$ cat config.mk
export PLATFORM = sky130hd
export DESIGN_NAME = uart_packet_arbiter_rr
export DESIGN_NICKNAME = d
export VERILOG_FILES = /design/src/rtl/uart_packet_arbiter_rr_pkg.sv /design/src/rtl/uart_packet_arbiter_rr_fifo.sv /design/src/rtl/uart_packet_arbiter_rr.sv
export SDC_FILE = /design/constraint.sdc
export NUM_CORES = 1
export LEC_CHECK = 0
export CORE_ASPECT_RATIO = 1.4
export CORE_UTILIZATION = 55
export CTS_BUF_LIST = sky130_fd_sc_hd__clkbuf_4 sky130_fd_sc_hd__clkbuf_8
export CTS_CLUSTER_DIAMETER = 30
export CTS_CLUSTER_SIZE = 8
export DETAILED_ROUTE_END_ITERATION = 8
export PLACE_DENSITY_LB_ADDON = 0.15
export REMOVE_ABC_BUFFERS = 1
export SETUP_SLACK_MARGIN = 0.3
export SLEW_MARGIN = 20
export SYNTH_ARGS = -nofsm -noshare
export SYNTH_HDL_FRONTEND = slang
export SYNTH_SLANG_ARGS = --single-unit
$ cat constraint.sdc
create_clock -name ipClk -period 7.6 [get_ports ipClk]
set_input_delay 1.52 -clock ipClk [delete_from_list [all_inputs] [get_ports ipClk]]
set_output_delay 1.52 -clock ipClk [all_outputs]
set_load 0.01 [all_outputs]
$ cat src/rtl/uart_packet_arbiter_rr_pkg.sv
// ============================================================================
// uart_packet_arbiter_rr_pkg : shared packet word type and arbiter FSM states
// Rev 1.0
// ============================================================================
`timescale 1ns/1ps
`default_nettype none

package uart_packet_arbiter_rr_pkg;

   typedef struct packed {
      logic       Valid;
      logic       SoP;
      logic       EoP;
      logic [7:0] Data;
   } UART_PACKET;

   typedef logic [1:0] ARB_STATE;

   localparam ARB_STATE IDLE     = 2'd0;
   localparam ARB_STATE SEND     = 2'd1;
   localparam ARB_STATE WAIT_ACK = 2'd2;

endpackage

`default_nettype wire

$ cat src/rtl/uart_packet_arbiter_rr_fifo.sv
// ============================================================================
// uart_packet_fifo : per-channel packet word FIFO with registered not-full flag
// Rev 1.0
// ============================================================================
`timescale 1ns/1ps
`default_nettype none

module uart_packet_fifo
   import uart_packet_arbiter_rr_pkg::*;
#(
   parameter int DEPTH = 16
)
(
   input  logic       clk,
   input  logic       rst_n,
   input  logic       push,
   input  UART_PACKET push_word,
   input  logic       pop,
   output UART_PACKET head,
   output logic       full,
   output logic       empty,
   output logic       ready
);

   localparam int AW = $clog2(DEPTH);

   UART_PACKET mem [DEPTH];
   logic [AW:0] wr_ptr;
   logic [AW:0] rd_ptr;
   logic [AW:0] wr_ptr_nxt;
   logic [AW:0] rd_ptr_nxt;
   logic        do_push;
   logic        do_pop;
   logic        full_nxt;

   assign do_push    = push && !full;
   assign do_pop     = pop && !empty;
   assign wr_ptr_nxt = wr_ptr + {{AW{1'b0}}, do_push};
   assign rd_ptr_nxt = rd_ptr + {{AW{1'b0}}, do_pop};

   // Pointer MSB differs and index bits match: the write side has lapped the read side
   assign full     = (wr_ptr[AW] != rd_ptr[AW]) && (wr_ptr[AW-1:0] == rd_ptr[AW-1:0]);
   assign empty    = (wr_ptr == rd_ptr);
   assign full_nxt = (wr_ptr_nxt[AW] != rd_ptr_nxt[AW]) &&
                     (wr_ptr_nxt[AW-1:0] == rd_ptr_nxt[AW-1:0]);
   assign head     = mem[rd_ptr[AW-1:0]];

   always_ff @(posedge clk) begin
      if (do_push) begin
         mem[wr_ptr[AW-1:0]] <= push_word;
      end
   end

   always_ff @(posedge clk or negedge rst_n) begin
      if (!rst_n) begin
         wr_ptr <= '0;
         rd_ptr <= '0;
         ready  <= 1'b0;
      end else begin
         wr_ptr <= wr_ptr_nxt;
         rd_ptr <= rd_ptr_nxt;
         ready  <= !full_nxt;
      end
   end

endmodule

`default_nettype wire

$ cat src/rtl/uart_packet_arbiter_rr.sv
// ============================================================================
// uart_packet_arbiter_rr : N-channel packet arbiter feeding one UART Tx path
// Rev 1.0
// ============================================================================
`timescale 1ns/1ps
`default_nettype none

module uart_packet_arbiter_rr
   import uart_packet_arbiter_rr_pkg::*;
#(
   parameter int NUM_CH     = 4,
   parameter int FIFO_DEPTH = 16,
   parameter int PRIO_MODE  = 0
)
(
   input  logic                        ipClk,
   input  logic                        ipReset,
   input  UART_PACKET [NUM_CH-1:0]     ipTxStream,
   output logic [NUM_CH-1:0]           opTxReady,
   output UART_PACKET                  opTxStream,
   input  logic                        ipTxReady,
   output logic [$clog2(NUM_CH)-1:0]   opGrant,
   output logic                        opBusy,
   output logic [NUM_CH-1:0]           opOverflow
);

   localparam int GW = $clog2(NUM_CH);
   localparam logic [GW:0]   NCH_W   = (GW+1)'(NUM_CH);
   localparam logic [GW-1:0] LAST_CH = GW'(NUM_CH - 1);

   UART_PACKET [NUM_CH-1:0] head;
   logic [NUM_CH-1:0] push;
   logic [NUM_CH-1:0] pop;
   logic [NUM_CH-1:0] full;
   logic [NUM_CH-1:0] empty;
   logic [NUM_CH-1:0] in_valid;
   logic [NUM_CH-1:0] req;
   logic [NUM_CH-1:0] orphan;

   ARB_STATE      state;
   logic [GW-1:0] rr_ptr;
   logic [GW-1:0] winner;
   logic [GW:0]   cand;
   logic          found;
   logic          last_eop;

   for (genvar i = 0; i < NUM_CH; i++) begin : g_ch
      assign in_valid[i] = ipTxStream[i].Valid;
      assign push[i]     = ipTxStream[i].Valid && opTxReady[i];
      assign req[i]      = !empty[i] && head[i].SoP;
      assign orphan[i]   = !empty[i] && !head[i].SoP;

      uart_packet_fifo #(
         .DEPTH (FIFO_DEPTH)
      ) u_fifo (
         .clk       (ipClk),
         .rst_n     (ipReset),
         .push      (push[i]),
         .push_word (ipTxStream[i]),
         .pop       (pop[i]),
         .head      (head[i]),
         .full      (full[i]),
         .empty     (empty[i]),
         .ready     (opTxReady[i])
      );
   end

   // Candidate k is rr_ptr+k (wrapped) in round-robin mode, plain k in fixed priority
   always_comb begin
      winner = '0;
      found  = 1'b0;
      cand   = '0;
      for (int k = 0; k < NUM_CH; k++) begin
         if (PRIO_MODE != 0) begin
            cand = (GW+1)'(k);
         end else begin
            cand = {1'b0, rr_ptr} + (GW+1)'(k);
         end
         if (cand >= NCH_W) begin
            cand = cand - NCH_W;
         end
         if (!found && req[cand[GW-1:0]]) begin
            found  = 1'b1;
            winner = cand[GW-1:0];
         end
      end
   end

   // Orphan heads are flushed only while idle; inside a packet every word is data
   always_comb begin
      pop = '0;
      if (state == IDLE) begin
         pop = orphan;
      end else if ((state == SEND) && ipTxReady && !empty[opGrant]) begin
         pop[opGrant] = 1'b1;
      end
   end

   always_ff @(posedge ipClk or negedge ipReset) begin
      if (!ipReset) begin
         opOverflow <= '0;
      end else begin
         opOverflow <= opOverflow | (in_valid & full);
      end
   end

   always_ff @(posedge ipClk or negedge ipReset) begin
      if (!ipReset) begin
         state      <= IDLE;
         opGrant    <= '0;
         opBusy     <= 1'b0;
         rr_ptr     <= '0;
         last_eop   <= 1'b0;
         opTxStream <= '0;
      end else begin
         opTxStream.Valid <= 1'b0;
         case (state)
            IDLE: begin
               if (found) begin
                  opGrant <= winner;
                  opBusy  <= 1'b1;
                  state   <= SEND;
               end
            end
            SEND: begin
               if (ipTxReady && !empty[opGrant]) begin
                  opTxStream       <= head[opGrant];
                  opTxStream.Valid <= 1'b1;
                  last_eop         <= head[opGrant].EoP;
                  state            <= WAIT_ACK;
               end
            end
            WAIT_ACK: begin
               if (!ipTxReady) begin
                  if (last_eop) begin
                     rr_ptr <= (opGrant == LAST_CH) ? '0 : opGrant + 1'b1;
                     opBusy <= 1'b0;
                     state  <= IDLE;
                  end else begin
                     state  <= SEND;
                  end
               end
            end
            default: state <= IDLE;
         endcase
      end
   end

endmodule

`default_nettype wire
## Word-level counts from Yosys, hierarchy flattened

Memory sizes are Yosys's and may differ from the RTL's.
Cells that the tools add are included.

| operators by class | value |
|---|---|
| bitwise operators | 3 |
| $lt $le $gt $ge | 10 |
| add/subtract/negate cells | 16 |
| equal/unequal tests | 27 |
| reductions and logical operators | 62 |
| multiplexer cells | 48 |

Operators by type and width:

| cell | count |
|---|---|
| $add 5x1->5 | 8 |
| $logic_and 1x1->1 | 35 |
| $eq 4x4->1 | 8 |
| $mux 2 | 12 |
| $bmux 11 s2 | 1 |
| $mux 1 | 22 |
| $mux 11 | 2 |
| $eq 5x5->1 | 4 |
| $logic_not 1->1 | 20 |
| $lt 2x3->1 const B | 5 |
| $bmux 1 s2 | 5 |
| $mux 10 | 1 |
| $ge 3x3->1 const B | 3 |
| $mux 4 | 2 |
| $ne 1x1->1 | 8 |
| $sub 2x1->2 const B | 4 |
| $add 2x2->3 const B | 2 |
| $ne 2x2->1 const B | 3 |
| $pmux 2 s3 | 1 |
| $reduce_and 3->1 | 2 |
| $and 4x4->4 | 1 |
| $eq 2x2->1 const B | 2 |
| $or 4x4->4 | 1 |
| $reduce_and 2->1 | 2 |
| other kinds (12) | 12 |

| word-level totals | value |
|---|---|
| memory bits (writable) | 704 |
| output and inout bits | 22 |
| word-level logic and storage cells | 191 |
| bits of input ports | 47 |
| memories | 4 |
| flip-flop bits (word level) | 66 |

Memories:

| memory | words | width | rd ports | clocked after memory_dff | write ports | RTL line | source |
|---|---|---|---|---|---|---|---|
| g_ch[0].u_fifo.mem | 16 | 11 | 1 | 0 | 1 | uart_packet_arbiter_rr_fifo.sv:27 | `UART_PACKET mem [DEPTH];` |
| g_ch[1].u_fifo.mem | 16 | 11 | 1 | 0 | 1 | uart_packet_arbiter_rr_fifo.sv:27 |  |
| g_ch[2].u_fifo.mem | 16 | 11 | 1 | 0 | 1 | uart_packet_arbiter_rr_fifo.sv:27 |  |
| g_ch[3].u_fifo.mem | 16 | 11 | 1 | 0 | 1 | uart_packet_arbiter_rr_fifo.sv:27 |  |

## Longest topological paths before layout

Gate-level depths: netlist (run 1).

| depth | value |
|---|---|
| depth after elaboration | 17 |
| depth in mapped cells | 15 |
| mapped depth without buffers | 13 |

## Cells and area by module

Synthesis (run 1) repeated with hierarchy kept, for this count alone.

| unflattened totals | value |
|---|---|
| cells, all modules | 1525 |
| area total of the unflattened synthesis | 31248.7 um^2 |

By module, submodules not included:

| module | cells each | seq. area each (um^2) | times used | area each (um^2) |
|---|---|---|---|---|
| uart_packet_fifo (g_ch[0].u_fifo ...) | 354 | 5560.3 | 2 | 7460.9 |
| uart_packet_fifo (g_ch[1].u_fifo) | 354 | 5560.3 | 1 | 7465.9 |
| uart_packet_fifo (g_ch[3].u_fifo) | 354 | 5560.3 | 1 | 7463.4 |
| uart_packet_arbiter_rr | 109 | 550.5 | 1 | 1397.6 |

## Least setup slack after synthesis (run 1)

Ideal clock, no wire load.

| timing | value |
|---|---|
| path type | input port to flip-flop |
| start | in ipTxStream[43] in the netlist's numbering |
| end | mem g_ch[3].u_fifo.mem[0][0] in the netlist's numbering (enable) |
| path buffers | 0 |
| data required time | 7.210 ns |
| slack | 4.156 ns |
| library setup time | 0.390 ns |
| cell stages on the path | 4 |
| arrival | 3.054 ns |
| cell sequence | nand2_1 -> a21oi_1 -> or3b_2 -> nor3_1 |

| between the ends | value |
|---|---|
| longest elaborated chain between the ends | 4 |

RTL lines:

| item | RTL line | source |
|---|---|---|
| start: declaration | uart_packet_arbiter_rr.sv:18 | `input UART_PACKET [NUM_CH-1:0] ipTxStream,` |
| $logic_and 1x1->1 | uart_packet_arbiter_rr.sv:49 | `assign push[i] = ipTxStream[i].Valid && opTxReady[i];` |
| $logic_and 1x1->1 | uart_packet_arbiter_rr_fifo.sv:36 | `assign do_push = push && !full;` |
| $mux 1 | uart_packet_arbiter_rr_fifo.sv:49 | `if (do_push) begin` |
| $mux 1 (not written as such) | uart_packet_arbiter_rr_fifo.sv:50 | `mem[wr_ptr[AW-1:0]] <= push_word;` |
| end: declaration | uart_packet_arbiter_rr_fifo.sv:27 |  |

No other way between the ends.

## Final worst setup path (run 1)

| timing | value |
|---|---|
| start | reg g_ch[0].u_fifo.rd_ptr[2] |
| end | reg g_ch[2].u_fifo.ready |

| between the ends | value |
|---|---|
| longest elaborated chain between the ends | 12 |
| elaborated cells on any way between the ends | 13 |
| those cells by class | 1 x add/sub; 3 x eq/ne; 4 x mux; 5 x reduce/logical |

RTL lines:

| item | RTL line | source |
|---|---|---|
| start: declaration | uart_packet_arbiter_rr_fifo.sv:29 | `logic [AW:0] rd_ptr;` |
| start signal: assignment | uart_packet_arbiter_rr_fifo.sv:61 | `rd_ptr <= rd_ptr_nxt;` |
| $eq 5x5->1 | uart_packet_arbiter_rr_fifo.sv:43 | `assign empty = (wr_ptr == rd_ptr);` |
| $bmux 1 s2 | uart_packet_arbiter_rr.sv:94 | `end else if ((state == SEND) && ipTxReady && !empty[opGrant]) begin` |
| $mux 1 (not written as such) | uart_packet_arbiter_rr.sv:94 |  |
| $logic_not 1->1 | uart_packet_arbiter_rr.sv:94 |  |
| $logic_and 1x1->1 | uart_packet_arbiter_rr.sv:94 |  |
| $mux 4 | uart_packet_arbiter_rr.sv:94 |  |
| $mux 4 | uart_packet_arbiter_rr.sv:92 | `if (state == IDLE) begin` |
| $logic_and 1x1->1 | uart_packet_arbiter_rr_fifo.sv:37 | `assign do_pop = pop && !empty;` |
| $add 5x1->5 | uart_packet_arbiter_rr_fifo.sv:39 | `assign rd_ptr_nxt = rd_ptr + {{AW{1'b0}}, do_pop};` |
| net g_ch[2].u_fifo.rd_ptr_nxt[4] | uart_packet_arbiter_rr_fifo.sv:31 | `logic [AW:0] rd_ptr_nxt;` |
| $ne 1x1->1 | uart_packet_arbiter_rr_fifo.sv:44 | `assign full_nxt = (wr_ptr_nxt[AW] != rd_ptr_nxt[AW]) &&` |
| $logic_and 1x1->1 | uart_packet_arbiter_rr_fifo.sv:44 |  |
| $logic_not 1->1 | uart_packet_arbiter_rr_fifo.sv:62 | `ready <= !full_nxt;` |
| end signal: assignment | uart_packet_arbiter_rr_fifo.sv:62 |  |
| end: declaration | uart_packet_arbiter_rr_fifo.sv:22 | `output logic ready` |

The timed path passes the listed nets, and every way through them passes these cells. The select of a mux whose other input is x is not followed.
A chain may end at the register's enable or synchronous reset.

==> summary.txt, run 1 <==
Status
  – Outcome: complete, but fails checks
  – Violated checks: DRC

Logic synthesis
  – Mapped Area: 0.0281 mm^2
  – Yosys warning total: 0
  – Avg Synthesized Cell Area: 21.3 um^2
  – EDFF count, synth: 640
  – Mapped Cells: 1318
  – Async set-reset flop share out of synthesis: 9.35%
  – Share of the synthesized area in the top cell type: 68.4%
  – Yosys top cell by area: edfxtp_1
  – Netlist cell types: 50
  – Synth Flop Type: edfxtp_1
  – Yosys reg bits: 706
  – Top post-synthesis cells by area: edfxtp_1, mux4_2, dfrtp_1
  – Post-synthesis sequential area ratio: 74.3%

Timing
  – Max-slew headroom: 24.2%
  – Final setup violation count: 0
  – Final period utilization: 52.4%
  – Min Hold Slack: 0.468 ns
  – Final Critical Period: 3.99 ns
  – Endpoints failing hold: 0
  – Max Slew Vio Count: 0
  – Final setup skew: 0.0198 ns
  – Post-route setup TNS: 0 ns
  – RSZ-0062 raised after global routing: no
  – Post-route setup slack: 3.61 ns
  – F_max: 0.251 GHz
  – Worst slew pin tran: 1.13 ns

Power
  – Switch Pwr: 3.82 mW
  – VDD IR-drop max: 0.000186 V
  – Comb power frac: 31.5%
  – Part of the power in registers: 43.1%
  – Switching Fraction: 31.2%
  – Power Dens Cells: 388 mW/mm^2
  – Internal: 8.41 mW
  – Leak Pwr: 10.2 nW
  – Total power: 12.2 mW
  – Clock share of power: 25.4%

Detailed routing
  – WL final: 55.9 mm
  – DRC errors left: 6
  – Final ANT Viol Nets: 0
  – Routed vias/inst: 6.08
  – Routed length per placed instance: 25.9 um
  – DRT iter0 DRCs: 1039
  – Pre-antenna DRT Iters: 7
  – Vias: 13136

GRT
  – Number of global-route vias before repair: 14030
  – Initial antenna violation count: 2
  – Met1 GRT Util: 29.3%
  – Gr usage total: 22.6%
  – Met3 Use GR: 3.71%
  – First-pass GRT wire length: 85.2 mm
  – Most used routing layer: met2
  – Met2 Resource Use GR: 38.3%
  – Largest net degree at the start of global routing: 67
  – GRT overflow: 0

Floorplan
  – Die footprint: 0.0520 mm^2
  – Initial Util: 55.9%
  – # rows: 97
  – Core area: 0.0502 mm^2
  – Width of the chip: 193 um
  – Ports: 69
  – DIE HEIGHT: 269 um

Clock network
  – Clock Path Buffers: 3
  – Clock Sinks: 706
  – Reg clk slew, reported paths: 0.06 ns
  – Cts bufs inserted: 111
  – H-tree levels: 3
  – CTS root buf: clkbuf_8
  – Cts repair resizes: 0
  – Total setup buffers inserted after CTS: 0
  – Clk_lat worst skew: 0.68 ns
  – Hold buffers post-CTS: 0
  – CTS tree: yes

Critical path
  – Reg2Reg Depth: 13
  – Flop2flop setup slack: 3.61 ns
  – CP Data Required Time: 8.14 ns
  – Crit path from: g_ch[0].u_fifo.rd_ptr[2]
  – Crit end category: register
  – FF-to-FF Start: g_ch[0].u_fifo.rd_ptr[2]
  – Critical path endpoint: g_ch[2].u_fifo.ready
  – CP arrival: 4.53 ns
  – R2r endpoint: g_ch[2].u_fifo.ready
  – Largest fanout on the critical path: 17
  – Critical path type: register to register
  – Worst Setup Start Kind: register

Cells and area
  – Most frequent cells in the layout: edfxtp_1, mux4_2, clkbuf_8, clkdlybuf4s50_1, dfrtp_1
  – Fraction of layout cells with a size suffix above 1: 29.4%
  – Layout Nets: 1516
  – Most common cell after layout, fill and taps aside: edfxtp_1
  – Area grow syn2layout: 12.2%
  – Layout Utilization: 62.7%

Place
  – IO Port Bufs: 68
  – Routability Congestion: 0.814
  – Worst slack, placed: 3.41 ns
  – DP HPWL: 36.1 mm

Worst hold path
  – HP Class: register to register

Flow run
  – Max Cap Violations: 0
routing by layer:
metal  wire length (um)  up-vias
met2              29900      398
li1                   -     5683
met4               1510        2
met5                 13        -
met1              21500     6967
met3               3060       86
sequential cells by signal, indices dropped and copies added, names as in the netlist:
register	flops
g_ch.u_fifo.mem	640
g_ch.u_fifo.rd_ptr	20
g_ch.u_fifo.wr_ptr	20
opTxStream	10
g_ch.u_fifo.ready	4
opOverflow	4
opGrant	2
rr_ptr	2
state	2
last_eop	1
opBusy	1
metrics by stage:
step	std cells	area [um^2]
5_1_grt	2160	31500
3_5_place_dp	1979	29400
3_3_place_gp	1979	29400
2_1_floorplan	1247	27700
6_report	2160	31500
4_1_cts	2159	31500
how the worst min path moves through the flow:
stage | startpoint | to | slack [ns] | cells past startpoint
floorplan | g_ch[1].u_fifo.wr_ptr[4] | g_ch[1].u_fifo.wr_ptr[4] | 0.50 | 1
global placement | opOverflow[0] | opOverflow[0] | 0.46 | 1
detailed placement | opOverflow[0] | opOverflow[0] | 0.46 | 1
CTS | opOverflow[0] | opOverflow[0] | 0.48 | 1
global route | opOverflow[0] | opOverflow[0] | 0.52 | 1
finish | opOverflow[0] | opOverflow[0] | 0.47 | 1
layout make-up:
cell class                 instances  area, um^2
sequential                       706       20900
fill                            3538       18700
multi-input combinational        530        6820
clock buffer                     156        1900
timing repair buffer              89         836
tap                              643         805
clock inverter                    24         233
inverter                          11        41.3
antenna                            1        2.50
power by group through the flow:
stage	Sequential [mW]	Clock (mW)	Combinational (mW)
floorplan	5.49	0	2.40
global placement	5.32	0	3.86
detailed placement	5.36	0	3.90
CTS	5.28	3.17	3.91
global route	5.33	3.34	4.12
finish	5.27	3.11	3.85
Yosys cell counts, types with 3 or more instances:
master      n
a21oi_1     4
a22oi_1    18
and3_1      3
and4_1      3
buf_1       4
buf_2      27
buf_4      14
buf_6       9
clkbuf_1   16
dfrtp_1    66
edfxtp_1  640
ha_1       20
inv_1       9
mux2_2      7
mux2_4      4
mux2i_1     3
mux4_2    197
nand2_1    28
nand2b_1   12
nand3_1    26
nand3b_1   15
nand4_1     9
nor2_1     62
nor3_1     19
o21ai_0     5
o21bai_1    3
or2_2       3
or3b_2      4
xnor2_1    38
xor2_1     26
worst max-delay path, cell delays in order (launching register included):
cell and delay, ns:
dfrtp_1 0.95, xor2_1 0.17, nor4_2 0.43, nand2_1 0.21, mux4_2 0.57, nand4b_4 0.31
o21ai_0 0.17, ha_1 0.22, ha_1 0.21, nand3_1 0.10, xnor2_1 0.18, xnor2_1 0.10
nor2_1 0.12, nand4_1 0.11
kinds of logic (layout without fill, tap and decap cells):
logic type / count (synthesis) / in the layout / share of synthesized area [%]
buf+inv: 82 / 280 / 1.68
other cells: 0 / 1 / 0
flops: 706 / 706 / 74.3
simple gates: 194 / 194 / 3.58
fa+ha+maj: 20 / 20 / 0.891
mux: 212 / 212 / 16.5
xor+xnor: 64 / 64 / 2.00
compound gates: 40 / 40 / 1.05
(Power assumes the default switching activity.)
==> run 2: changes to the inputs <==
Clock period 7.6 ns to 3.26 ns, I/O delays scaled along.
==> summary.txt, run 2 (synthesis results as in run 1) <==
Power
  – Power Dens Cells: 930 mW/mm^2 (was 388 mW/mm^2)
  – Leak Pwr: 11.0 nW (was 10.2 nW)
  – Total power: 30.7 mW (was 12.2 mW)
  – VDD IR-drop max: 0.000499 V (was 0.000186 V)

Clock network
  – CTS root buf: clkbuf_8 (unchanged)
  – H-tree levels: 3 (unchanged)
  – Hold buffers post-CTS: 0 (unchanged)
  – Cts bufs inserted: 116 (was 111)
  – Clk_lat worst skew: 0.73 ns (was 0.68 ns)
  – Clock Sinks: 706 (unchanged)
  – Clock Path Buffers: 3 (unchanged)
  – CTS tree: yes (unchanged)
  – Reg clk slew, reported paths: 0.06 ns (about the same)

Place
  – Placement Cell Area: 0.0301 mm^2 (was 0.0294 mm^2)
  – IO Port Bufs: 68 (unchanged)
  – Placed instance count: 2070 (was 1979)
  – Routability Congestion: 0.818 (was 0.814)
  – DP HPWL: 38.4 mm (was 36.1 mm)

GRT
  – Number of global-route vias before repair: 14866 (was 14030)
  – First-pass GRT wire length: 91.8 mm (was 85.2 mm)
  – Initial antenna violation count: 1 (was 2)
  – Largest net degree at the start of global routing: 67 (unchanged)
  – GRT overflow: 0 (unchanged)
  – Gr usage total: 24.5% (was 22.6%)

Floorplan
  – Core area: 0.0502 mm^2 (unchanged)
  – Width of the chip: 193 um (unchanged)
  – Ports: 69 (unchanged)
  – DIE HEIGHT: 269 um (unchanged)
  – # rows: 97 (unchanged)
  – Initial Util: 55.9% (unchanged)
  – Die footprint: 0.0520 mm^2 (unchanged)

Cells and area
  – Max reg flops: 640 (unchanged)
  – Fin cells: 2287 (was 2160)
  – Area grow syn2layout: 17.4% (was 12.2%)
  – Fill count: 3359 (was 3538)
  – Fraction of layout cells with a size suffix above 1: 36.3% (was 29.4%)
  – Register area: 0.0209 mm^2 (about the same)
  – Most frequent cells in the layout: edfxtp_1, mux4_2, clkbuf_8, buf_4, clkdlybuf4s50_1 (was edfxtp_1, mux4_2, clkbuf_8, clkdlybuf4s50_1, dfrtp_1)
  – Fin area: 0.0330 mm^2 (was 0.0315 mm^2)
  – Layout Nets: 1630 (was 1516)
  – Most common cell after layout, fill and taps aside: edfxtp_1 (unchanged)
  – Area of the multi-input gates: 0.00700 mm^2 (was 0.00682 mm^2)

Detailed routing
  – Vias: 13828 (was 13136)
  – Routed vias/inst: 6.05 (was 6.08)
  – DRC errors left: 3 (was 6)
  – DRT iter0 DRCs: 1233 (was 1039)
  – Final ANT Viol Nets: 0 (unchanged)
  – Pre-antenna DRT Iters: 9 (was 7)
  – WL final: 60.7 mm (was 55.9 mm)
  – Routed length per placed instance: 26.5 um (was 25.9 um)

Timing
  – RSZ-0062 raised after global routing: yes (was no)
  – Final period utilization: 88.8% (was 52.4%)
  – Final Critical Period: 2.89 ns (was 3.99 ns)
  – Endpoints failing hold: 0 (unchanged)
  – Max-slew headroom: 21.1% (was 24.2%)
  – Final setup violation count: 0 (unchanged)
  – Final setup skew: 0.0374 ns (was 0.0198 ns)
  – F_max: 0.346 GHz (was 0.251 GHz)
  – Max Slew Vio Count: 0 (unchanged)
  – Worst slew pin tran: 1.18 ns (was 1.13 ns)

Worst hold path
  – HP Class: input pin to asynchronous set/reset pin (was register to register)

Critical path
  – Slowest cell on the critical path: mux4_2 (was dfrtp_1)
  – Worst-path cell chain: xor2_2, nor4_4, nand2b_1, mux4_2, nand4b_4, o21ai_1, ha_2, ha_4, nand3_2, xnor2_2, xnor2_1, nor2_1, nand4_1 (was xor2_1, nor4_2, nand2_1, mux4_2, nand4b_4, o21ai_0, ha_1, ha_1, nand3_1, xnor2_1, xnor2_1, nor2_1, nand4_1)
  – Critical path type: register to register (unchanged)
  – Worst Setup Start Kind: register (unchanged)
  – Crit end category: register (unchanged)
  – Largest fanout on the critical path: 6 (was 17)
  – FF-to-FF Start: g_ch[3].u_fifo.rd_ptr[0] (was g_ch[0].u_fifo.rd_ptr[2])
  – CP Data Required Time: 3.83 ns (was 8.14 ns)
  – Crit path from: g_ch[3].u_fifo.rd_ptr[0] (was g_ch[0].u_fifo.rd_ptr[2])
  – Reg2Reg Depth: 13 (unchanged)
  – R2r endpoint: g_ch[2].u_fifo.ready (unchanged)
  – CP arrival: 3.46 ns (was 4.53 ns)
  – CP peak stage delay: 0.52 ns (was 0.95 ns)
  – Flop2flop setup slack: 0.37 ns (was 3.61 ns)

Status
  – Violated checks: DRC (unchanged)
  – Outcome: complete, but fails checks (unchanged)

Flow run
  – Max Cap Violations: 0 (unchanged)
[run 2: cell type report]
cell class	count	area share (%)
Clock inverter	39	1.28
Antenna cell	1	0.00759
Tap cell	643	2.44
Timing Repair Buffer	198	5.57
Multi-Input combinational cell	530	21.2
Clock buffer	159	5.98
Sequential cell	706	63.4
Inverter	11	0.125
[run 2: power breakdown]
| group | internal [mW] | switching (mW) | total (mW) |
|---|---|---|---|
| registers | 11.2 | 0.571 | 11.8 |
| logic | 5.30 | 5.61 | 10.9 |
| clock network | 4.53 | 3.43 | 7.96 |
[run 2: metrics by stage]
step / worst slack (ns) / util [%] / setup TNS, ns / hold WS, ns
2_1_floorplan: -1.05 / - / -132.19 / 0.356
3_3_place_gp: 0.223 / 59.9 / 0 / 0.461
3_5_place_dp: 0.152 / 59.9 / 0 / 0.462
4_1_cts: 0.279 / 65.2 / 0 / 0.0328
5_1_grt: 0.209 / 65.6 / 0 / 0.0830
6_report: 0.367 / 65.6 / 0 / 0.0346
[run 2: worst max-delay path: cells and delay by family (launching register included)]
family / cells / cell delay [ns]
xor gates and xnor gates: 3 / 0.42
and+or+nand+nor: 6 / 0.87
DFF: 1 / 0.46
adders and majority gates: 2 / 0.37
AOI/OAI and AO/OA: 1 / 0.09
muxes: 1 / 0.52
[run 2: how the worst max path moves through the flow]
stage	end	slack, ns
2_1_floorplan	g_ch[2].u_fifo.ready	-1.05
3_3_place_gp	g_ch[2].u_fifo.ready	0.22
3_5_place_dp	g_ch[2].u_fifo.ready	0.15
4_1_cts	g_ch[2].u_fifo.ready	0.28
5_1_grt	g_ch[3].u_fifo.ready	0.21
6_report	g_ch[2].u_fifo.ready	0.37
[run 2: what timing repair did]
action                                  4_1_cts  5_1_grt
pin swaps                                     4       15
buffers inserted                              7        7
cloned                                        3        1
endpoints found under the setup margin        4        5
resized for setup                            20       23
[run 2: layer usage]
| metal | wire (um) | vias to the layer above | part of all wire (%) | global-route usage (%) |
|---|---|---|---|---|
| li1 | - | 5933 | - | - |
| met1 | 23300 | 7295 | 38 | 31.7 |
| met2 | 32400 | 480 | 53 | 41.3 |
| met3 | 3230 | 120 | 5.3 | 4.02 |
| met4 | 1840 | 0 | 3.0 | 10.0 |
| met5 | 0 | - | 0 | 0 |
==> RTL change: new RTL, config.mk and constraints of run 2 <==
The parameter `NUM_CH` goes from 4 to 8.
--- a/src/rtl/uart_packet_arbiter_rr.sv
+++ b/src/rtl/uart_packet_arbiter_rr.sv
@@ -8,7 +8,7 @@
 module uart_packet_arbiter_rr
    import uart_packet_arbiter_rr_pkg::*;
 #(
-   parameter int NUM_CH     = 4,
+   parameter int NUM_CH     = 8,
    parameter int FIFO_DEPTH = 16,
    parameter int PRIO_MODE  = 0
 )
Interface: changed (resized ipTxStream, opGrant, opOverflow and opTxReady); port bits go from 69 to 122. The function was not compared with the original's and may differ.
==> RTL change against run 2 <==
Synthesized area up 100%. Routed wire length increased by 120%. Clock power rose by 78%. Sequential cell count grew 690. Worst setup slack worse by 0.59 ns. Non-clock buffer count increased by 374. Design area up 100%. Sequential share of layout area down 1.9 points. Cell count rose by 110%. Hold slack better by 0.33 ns. Global-route usage rose by 1.4 points. Critical path type unchanged. The flow finishes with violations (setup timing). Total power increased by 110%.
==> RTL change: results (changes against run 2) <==
data arrival time at the worst-slack endpoint 4.25 ns (+0.79 ns); clock buffer count from CTS 214 (+84%); cell types with the largest area share after synthesis sky130_fd_sc_hd__edfxtp_1 (69%), sky130_fd_sc_hd__mux4_2 (15%), sky130_fd_sc_hd__dfrtp_1 (5.2%), sky130_fd_sc_hd__xnor2_1 (1.5%), sky130_fd_sc_hd__nor2_1 (1.1%); YS warnings 0 (unchanged); global-route usage over all layers 26.0% (+1.4 points); setup violators final 13 (+13); antenna violations before repair 3 (+2); number of H-tree levels 4 (+1); number of enable-type register cells in the synthesized netlist 1280 (+100%); total negative setup slack -1.78 ns (-1.78 ns); Longest Clk Path Bufs 3 (unchanged); clock slew at the register clock pins of the worst setup and hold paths 0.07 ns; instance count after placement with tap cells included 4459 (+120%); final clock skew 0.0696 ns (+0.0322 ns); Max FO, Critical Path 7 (+1); slowest stage cell on the critical path sky130_fd_sc_hd__mux4_2; count of distinct cell types in the synthesized netlist 69 (+38%); fraction of layout cells with a size suffix above 1 37.9% (+1.6 points); worst IR drop on VDD 0.554 mV (+11%); pin count of the biggest net entering global routing 88 (+31%); first-pass GRT wire length 196000 um (+110%); number of instances in the synthesized netlist 2756 (+110%); buffer cell driving the clock tree root sky130_fd_sc_hd__clkbuf_8; HPWL after detailed placement 88000 um (+130%); worst slew margin relative to its limit 37.9% (+17 points); clock latency of the later-clocked register in the worst-skew pair 0.93 ns (+0.20 ns); iteration-0 DRC count of the detailed router 2418 (+96%); sequential element share of the synthesized area 73.7% (-0.60 points); number of global-route vias before repair 31318 (+110%); iteration count of the initial detailed-routing pass 5 (-4); routability-driven placement congestion ratio 0.882 (+7.9%); post-detailed-route wirelength per cell 27.2 um (+2.3%); category of cells accounting for the largest share of critical-path delay multiplexers; standby leakage power 22.8 nW (+110%); type of the most critical hold path primary input to flip-flop; Final Worst Setup Slack -0.226 ns (-0.593 ns); violations in the final reports setup timing; highest cell delay on the worst timing path 0.50 ns (-0.02 ns); flip-flop count of the largest register, all copies and words added 1280 (+100%); Final nets 3514 (+120%); most numerous cell types in the synthesized netlist sky130_fd_sc_hd__edfxtp_1 (1280), sky130_fd_sc_hd__mux4_2 (377), sky130_fd_sc_hd__nor2_1 (165); detailed-route via count 29127 (+110%); Synth async-reset ratio 8.31% (-1.0 points); outcome finished with violations; switching pwr 0.0216 W (+120%); achievable clock frequency 0.287 GHz (-17%); IO Port Bufs 121 (+78%); number of filler cells placed in the layout 6587 (+96%); number of standard cells in the final layout excluding fillers 4839 (+110%)
-- RTL change: metal layers --
metal  GRT usage [%]  share of wire (%)  vias up
met2            45.2                 53      934
met1            32.8                 38    15419
met4            8.73                3.1        4
li1                -                  -    12535
met3            4.78                5.5      235
met5               0              0.017        -
-- RTL change: tightest hold or removal path, cell delays in order --
cell and delay, ns:
sky130_fd_sc_hd__clkdlybuf4s50_1 0.43, sky130_fd_sc_hd__inv_1 0.06, sky130_fd_sc_hd__o21bai_1 0.07
-- RTL change: layout make-up --
type                    count  area, sq um  share of cell area (%)
diodes                      4         10.0                  0.0149
repair buffers            572         5080                    7.55
inverters                  25         93.8                   0.139
clock buffers             279         3500                    5.19
well taps                1330         1660                    2.47
clock inverters            55          602                   0.894
flip-flops and latches   1396        41400                    61.4
multi-input cells        1178        15000                    22.3
-- RTL change: power groups by stage --
stage / clock network [W] / registers [W] / logic [W]
after global placement: 0 / 0.0234 / 0.0244
after CTS: 0.0144 / 0.0232 / 0.0262
final: 0.0142 / 0.0232 / 0.0273
after floorplan: 0 / 0.0251 / 0.0126
after detailed placement: 0 / 0.0236 / 0.0247
after global routing: 0.0151 / 0.0234 / 0.0288
-- RTL change: final timing paths --
path | depth (start not counted) | from | to | slack [ns]
worst max-delay path | 11 | g_ch[7].u_fifo.rd_ptr[0] | opGrant[0] | -0.23
worst min-delay path | 3 | ipTxStream[43] | opOverflow[3] | 0.36
worst max register to register | 11 | g_ch[7].u_fifo.rd_ptr[0] | opGrant[0] | -0.23
worst min register to register | 1 | opOverflow[2] | opOverflow[2] | 0.48
max in group asynchronous | 3 | ipReset | g_ch[5].u_fifo.rd_ptr[1] | 1.93
min in group asynchronous | 2 | ipReset | g_ch[0].u_fifo.ready | 0.44
-- RTL change: through the flow --
step | instance area (sq um) | hold WS [ns] | util [%] | setup WS [ns]
floorplan | 55400 | 0.356 | - | -2.19
global placement | 61600 | 0.459 | 61.0 | -0.206
detailed placement | 61600 | 0.461 | 61.0 | -0.363
CTS | 66600 | 0.275 | 65.9 | -0.136
global route | 67300 | 0.322 | 66.7 | -0.356
finish | 67300 | 0.360 | 66.7 | -0.226
-- RTL change: logic make-up after synthesis --
| family | synth area share [%] |
|---|---|
| compound gates | 2.09 |
| xor+xnor | 2.03 |
| fa+ha+maj | 0.803 |
| buf+inv | 1.35 |
| flops | 73.7 |
| mux | 16.6 |
| simple gates | 3.41 |
-- RTL change: timing repair --
action	in CTS	in global routing
buffers inserted	26	10
cloned	3	2
endpoints found under the hold margin	85	0
setup endpoints to repair	48	48
hold buffers	1	0
resized for setup	103	106
pin swaps	18	67
